`config.mk`:
```
export PLATFORM = sky130hd
export DESIGN_NAME = addsub_sequencer
export DESIGN_NICKNAME = d
export VERILOG_FILES = /design/src/rtl/addsub_sequencer.sv
export SDC_FILE = /design/constraint.sdc
export NUM_CORES = 1
export LEC_CHECK = 0
export BUFFER_PORTS_ARGS = -buffer_cell sky130_fd_sc_hd__buf_2
export CAP_MARGIN = 30
export CORE_UTILIZATION = 48
export DETAILED_ROUTE_END_ITERATION = 10
export HOLD_SLACK_MARGIN = 0.08
export PLACE_DENSITY = 0.87
export SLEW_MARGIN = 20
export SYNTH_ARGS = -nofsm -noshare
export SYNTH_HDL_FRONTEND = slang
export SYNTH_SLANG_ARGS = --single-unit
```
`constraint.sdc`:
```
create_clock -name clk -period 2 [get_ports clk]
set_input_delay 0.4 -clock clk [delete_from_list [all_inputs] [get_ports clk]]
set_output_delay 0.4 -clock clk [all_outputs]
set_load 0.02 [all_outputs]
```
`src/rtl/addsub_sequencer.sv`:
```
// Command sequencer and accumulator that drives an external combinational
// add/sub unit. Commands arrive on a valid/ready handshake and results leave on another.
module addsub_sequencer #(
   parameter int WIDTH = 8,
   parameter int CNT_W = 4
) (
   input  logic             clk,
   input  logic             rst,
   input  logic             in_valid,
   output logic             in_ready,
   input  logic [1:0]       in_op,
   input  logic [WIDTH-1:0] in_data,
   input  logic [CNT_W-1:0] in_cnt,
   output logic [WIDTH-1:0] au_a,
   output logic [WIDTH-1:0] au_b,
   output logic             au_sel,
   input  logic [WIDTH-1:0] au_s,
   input  logic             au_cout,
   output logic             out_valid,
   input  logic             out_ready,
   output logic [WIDTH-1:0] out_acc,
   output logic             flag_c,
   output logic             flag_v,
   output logic             flag_v_any,
   output logic             flag_z,
   output logic             flag_n
);

   localparam logic [1:0] ST_IDLE = 2'd0;
   localparam logic [1:0] ST_EXEC = 2'd1;
   localparam logic [1:0] ST_DONE = 2'd2;

   localparam logic [1:0] OP_LOAD = 2'b00;
   localparam logic [1:0] OP_ADD  = 2'b01;
   localparam logic [1:0] OP_SUB  = 2'b10;
   localparam logic [1:0] OP_CLR  = 2'b11;

   logic [1:0]       state_r;
   logic [WIDTH-1:0] acc_r;
   logic [1:0]       op_r;
   logic [WIDTH-1:0] data_r;
   logic             sel_r;
   logic [CNT_W-1:0] remaining_r;
   logic             flag_c_r;
   logic             flag_v_r;
   logic             flag_v_any_r;
   logic             ovf_s;

   // Signed overflow: operands of equal sign (after sub inversion) give a result of the other sign.
   function automatic logic ovf_f(input logic [WIDTH-1:0] a, input logic [WIDTH-1:0] b,
                                  input logic sel, input logic [WIDTH-1:0] s);
      logic [WIDTH-1:0] b_eff;
      b_eff = b ^ {WIDTH{sel}};
      return (a[WIDTH-1] == b_eff[WIDTH-1]) && (s[WIDTH-1] != a[WIDTH-1]);
   endfunction

   assign ovf_s = ovf_f(acc_r, data_r, sel_r, au_s);

   // sel has its own register so the unit never sees a decode glitch.
   assign au_a       = acc_r;
   assign au_b       = data_r;
   assign au_sel     = sel_r;
   assign in_ready   = (state_r == ST_IDLE);
   assign out_valid  = (state_r == ST_DONE);
   assign out_acc    = acc_r;
   assign flag_c     = flag_c_r;
   assign flag_v     = flag_v_r;
   assign flag_v_any = flag_v_any_r;
   assign flag_z     = (acc_r == {WIDTH{1'b0}});
   assign flag_n     = acc_r[WIDTH-1];

   // Sequencer state, accumulator and flag registers.
   always_ff @(posedge clk) begin
      if (rst) begin
         state_r      <= ST_IDLE;
         acc_r        <= {WIDTH{1'b0}};
         op_r         <= OP_LOAD;
         data_r       <= {WIDTH{1'b0}};
         sel_r        <= 1'b0;
         remaining_r  <= {CNT_W{1'b0}};
         flag_c_r     <= 1'b0;
         flag_v_r     <= 1'b0;
         flag_v_any_r <= 1'b0;
      end else begin
         case (state_r)
            ST_IDLE: begin
               if (in_valid) begin
                  op_r   <= in_op;
                  data_r <= in_data;
                  sel_r  <= (in_op == OP_SUB);
                  case (in_op)
                     OP_LOAD: begin
                        acc_r        <= in_data;
                        flag_c_r     <= 1'b0;
                        flag_v_r     <= 1'b0;
                        flag_v_any_r <= 1'b0;
                        state_r      <= ST_DONE;
                     end
                     OP_CLR: begin
                        acc_r        <= {WIDTH{1'b0}};
                        flag_c_r     <= 1'b0;
                        flag_v_r     <= 1'b0;
                        flag_v_any_r <= 1'b0;
                        state_r      <= ST_DONE;
                     end
                     default: begin
                        flag_v_any_r <= 1'b0;
                        remaining_r  <= in_cnt;
                        state_r      <= ST_EXEC;
                     end
                  endcase
               end
            end
            ST_EXEC: begin
               acc_r        <= au_s;
               flag_c_r     <= au_cout;
               flag_v_r     <= ovf_s;
               flag_v_any_r <= flag_v_any_r | ovf_s;
               if (remaining_r == {CNT_W{1'b0}}) begin
                  state_r <= ST_DONE;
               end else begin
                  remaining_r <= remaining_r - {{(CNT_W-1){1'b0}}, 1'b1};
               end
            end
            ST_DONE: begin
               if (out_ready) begin
                  state_r <= ST_IDLE;
               end
            end
            default: begin
               state_r <= ST_IDLE;
            end
         endcase
      end
   end

endmodule
```
Word-level counts from Yosys, hierarchy flattened
Index checks and enable logic that the tools add are counted.
{"block": "classes", "n_addsub": 1, "eq_ne": 13, "mux": 18, "bitwise_logic": 2, "n_reduce_logical": 13}
{"op": "$pmux W8 S2", "count": 2}
{"op": "$mux W4", "count": 3}
{"op": "$ne A2 B2 Y1 const B", "count": 5}
{"op": "$reduce_and A3 Y1", "count": 3}
{"op": "$logic_not A8 Y1", "count": 1}
{"op": "$mux W2", "count": 4}
{"op": "$mux W8", "count": 1}
{"op": "$pmux W4 S2", "count": 1}
{"op": "$xor A8 B8 Y8", "count": 1}
{"op": "$eq A2 B2 Y1 const B", "count": 3}
{"op": "$pmux W1 S2", "count": 3}
{"op": "$pmux W2 S3", "count": 1}
{"op": "$logic_not A2 Y1", "count": 2}
{"op": "$logic_not A4 Y1", "count": 1}
{"op": "$reduce_and A2 Y1", "count": 2}
{"op": "$reduce_and A4 Y1", "count": 1}
{"op": "$sub A4 B1 Y4 const B", "count": 1}
{"op": "$mux W1", "count": 3}
{"op": "$ne A3 B1 Y1 const B", "count": 1}
{"op": "$eq A2 B1 Y1 const B", "count": 1}
{"op": "$ne A2 B1 Y1 const B", "count": 1}
{"op": "$reduce_bool A2 Y1", "count": 1}
{"op": "$reduce_or A2 Y1", "count": 1}
{"op": "$eq A1 B1 Y1", "count": 1}
{"op": "3 further kinds", "count": 3}
{"block": "word_totals", "ff_bits": 26, "input_bits": 27, "output_inout_bits": 32, "wordCells": 55}

Longest topological paths before layout
{"block": "depth", "ltp_word": 5, "depth_mapped": 7, "ltp_nobuf": 6}

Least setup slack after synthesis
Ideal clock, no wire load.
{"block": "synth_path", "path_kind": "register to output", "from": "register acc_r[0] (netlist: au_a[0])", "to": "output flag_z", "arrival_time_ns": 1.209, "slack_ns": 0.391, "path_stages_with_launch": 3, "n_path_buf": 0, "cell_sequence": "dfxtp_1 > or4_1 > nor2_1"}
{"block": "synth_via", "elab_chain_len": 1}
{"item": "start: declaration", "line": "39", "text": "logic [WIDTH-1:0] acc_r;"}
{"item": "start signal: assignment", "line": "76", "text": "acc_r <= {WIDTH{1'b0}};"}
{"item": "start signal: assignment", "line": "93", "text": "acc_r <= in_data;"}
{"item": "start signal: assignment", "line": "100", "text": "acc_r <= {WIDTH{1'b0}};"}
{"item": "$logic_not A8 Y1", "line": "69", "text": "assign flag_z = (acc_r == {WIDTH{1'b0}});"}
{"item": "end: declaration", "line": "25", "text": "output logic flag_z,"}
Every way passes these cells.

Worst setup path in the final report
Ends and elaborated chain as after synthesis.

==> metrics.md <==
| Metric | Value |
|---|---|
| Filler instances | `253` |
| CTS H-tree depth | `1` |
| Cell area power density | `945 nW/µm²` |
| Worst EP arrival | `1.48 ns` |
| Start point of the critical path | `au_a[0]` |
| Via count | `1,253` |
| Clock skew | `0.00187 ns` |
| Worst EP required | `1.60 ns` |
| Asr flop ratio synth | `0` |
| Outcome | `complete, but fails checks` |
| Clock buffer depth | `2` |
| MaxCap Viol Count | `0` |
| Number of synthesized flops with an enable pin | `0` |
| Routed WL | `3130 µm` |
| Starting density of the core | `0.519` |
| TNS Setup | `0 ns` |
| Int Pwr | `1040 µW` |
| Synth cell count leaders | `dfxtp_1 (26), nor2_1 (24), buf_4 (11)` |
| Final WS setup | `0.119 ns` |
| DRT Pass-1 Iters | `8` |
| Fmax | `532 MHz` |
| Crit path launch type | `flop` |
| Total Power | `1640 µW` |
| Initial DRC Count | `55` |
| Layout Utilization | `0.613` |
| Syn Std Cell Area | `1470 µm²` |
| Synth warnings | `0` |
| HP Class | `primary input to flop` |
| Post-CTS Hold Fix Bufs | `0` |
| Area occupied by multi-input gates | `785 µm²` |
| Post-CTS sizing | `0` |
| Vias in the first global route | `1,178` |
| Setup CP Type | `flop to output port` |
| GP Congestion | `0.830` |
| Largest cells by area after synthesis | `dfxtp_1 (35%), mux2i_1 (6.8%), nor2_1 (6.1%)` |
| Yosys cell types | `40` |
| Crit path to | `flag_z` |
| First-pass GRT wire length | `5110 µm` |
| Most frequent cell after synthesis | `dfxtp_1` |
| GR Util All Layers | `0.203` |
| Violated checks | `DRC` |
| Full die area | `3280 µm²` |
| N_diodes | `0` |
| CTS Sinks | `26` |
| Flop-to-flop setup slack | `0.40 ns` |
| Synthesis-stage register bit count | `26` |
| Main synth FF type | `dfxtp_1` |
| IO buf count | `58` |
| Via density | `5.31` |
| Residual DRC | `7` |
| Largest net degree at the start of global routing | `27` |
| Row cnt | `19` |
| Top-area cell type share of the netlist area | `0.355` |
| CTS tree | `built` |
| Sw Ratio | `0.365` |
| Chip width | `57.3 µm` |
| Worst vdd ir | `806 µV` |
| WL/cell | `13.3 µm` |
| Final Cycle Share | `0.941` |
| R2R depth | `6` |
| Share of cells above drive strength 1 | `0.420` |
| Clock root buffer | `clkbuf_4` |
| Antenna-violating nets left | `0` |
| Crit path max fanout | `4` |
| Max-slew headroom | `0.639` |
| P_leak | `0.000812 µW` |
| Reg-to-reg startpoint | `remaining_r[0]` |
| FF/Latch Area | `520 µm²` |
| # IOs | `59` |
| Worst slew pin tran | `0.542 ns` |
| DPL Wire Length | `2410 µm` |
| Cells after Synth | `157` |
| Register area share after synthesis | `0.355` |
| DP Worst Slack | `0.258 ns` |
| # setup viols final | `0` |
| Largest area contributor in the netlist | `dfxtp_1` |
| Core area | `2830 µm²` |
| Clock share of power | `0.222` |
| Crit end category | `output port` |
| Sequential share of power | `0.395` |
| Hold Slack | `0.311 ns` |
| Initial antenna violation count | `0` |
| Count of final hold-check violations | `0` |
| Worst-Skew Late Latency | `0.32 ns` |
| DIE HEIGHT | `57.3 µm` |
| Global route total overflow | `0` |
| Syn_nets | `188` |
| Clock-pin slew on the worst setup and hold paths | `0.14 ns` |
| R2r endpoint | `remaining_r[1]` |
| Area Overhead vs Synth | `18.2%` |
| CTS Buf Count | `3` |
| Switch Pwr | `599 µW` |
| Minimum clock period | `1.88 ns` |
| Final nets | `237` |
| Pins Over Slew Limit | `0` |
| Setup Fix Bufs, Post-CTS | `0` |
| Logic pwr share | `0.383` |
| RSZ-0062 raised after global routing | `no` |
| Syn Area/Cell | `9.35 µm²` |
-- critical path, stage by stage, from the launching register on --
cell	delay [ns]
dfxtp_1	0.35
or4_1	0.53
nor2_1	0.11
buf_2	0.17
-- sequential cells by signal, indices dropped and copies added, names as in the netlist --
signal and count:
au_a 8, au_b 8, remaining_r 4, state_r 2, au_sel 1, flag_c 1, flag_v 1, flag_v_any 1
-- how the worst min path moves through the flow --
stage                         from        endpoint  slack [ns]  depth (start not counted)
finish                  in_data[1]         au_b[1]        0.31                          3
CTS                     in_data[1]         au_b[1]        0.31                          3
detailed placement          flag_v          flag_v        0.47                          2
global placement            flag_v          flag_v        0.45                          2
global route            in_data[5]         au_b[5]        0.30                          3
floorplan           remaining_r[3]  remaining_r[3]        0.47                          2
-- layout make-up --
type                       count  area share
sequential                    26       0.300
tap                           31      0.0224
clock inverter                 1      0.0173
clock buffer                   3      0.0130
inverter                       7      0.0151
multi-input combinational    107       0.452
timing repair buffer          61       0.180
-- power by group through the flow --
| stage | sequential (µW) | combinational, µW | clock (µW) |
|---|---|---|---|
| 4_1_cts | 648 | 631 | 368 |
| 3_3_place_gp | 657 | 612 | 0 |
| 2_1_floorplan | 704 | 461 | 0 |
| 5_1_grt | 659 | 682 | 395 |
| 3_5_place_dp | 660 | 629 | 0 |
| 6_report | 648 | 629 | 363 |
-- placed cells by master (no fill, tap or decap), types with 2 or more instances in the layout --
cell	netlist	routed
a211oi_1	3	3
mux2i_1	10	10
a21oi_2	7	7
buf_2	0	58
nor2_1	24	24
dfxtp_1	26	26
or4_1	2	2
inv_1	6	6
nand2_1	3	3
clkbuf_4	0	3
nor3b_1	8	8
buf_4	11	3
a21oi_1	9	9
nor2b_1	2	2
a21o_1	2	2
ha_1	4	4
o21ai_0	3	3
nand2b_1	5	5
a211oi_2	7	7
-- metrics by stage --
stage / instances / cell area, µm²
floorplan: 157 / 1470
global placement: 232 / 1680
detailed placement: 232 / 1680
CTS: 236 / 1740
global route: 236 / 1740
finish: 236 / 1740
-- layer usage --
| layer | GRT usage | share of wire |
|---|---|---|
| met1 | 0.252 | 0.44 |
| met2 | 0.356 | 0.50 |
| met3 | 0.0476 | 0.065 |
| met4 | 0.0453 | 0.0026 |
| met5 | 0 | 0 |
-- logic make-up after synthesis --
kind of cell | after synthesis | share of synthesized area
flip-flops | 26 | 0.355
XOR/XNOR | 2 | 0.0119
AND/OR/NAND/NOR | 51 | 0.190
buffers and inverters | 24 | 0.111
multiplexers | 11 | 0.0759
adder cells (fa/ha/maj) | 4 | 0.0341
AO/OA/AOI/OAI | 39 | 0.223
No activity file was read; power rests on OpenSTA's default activity.
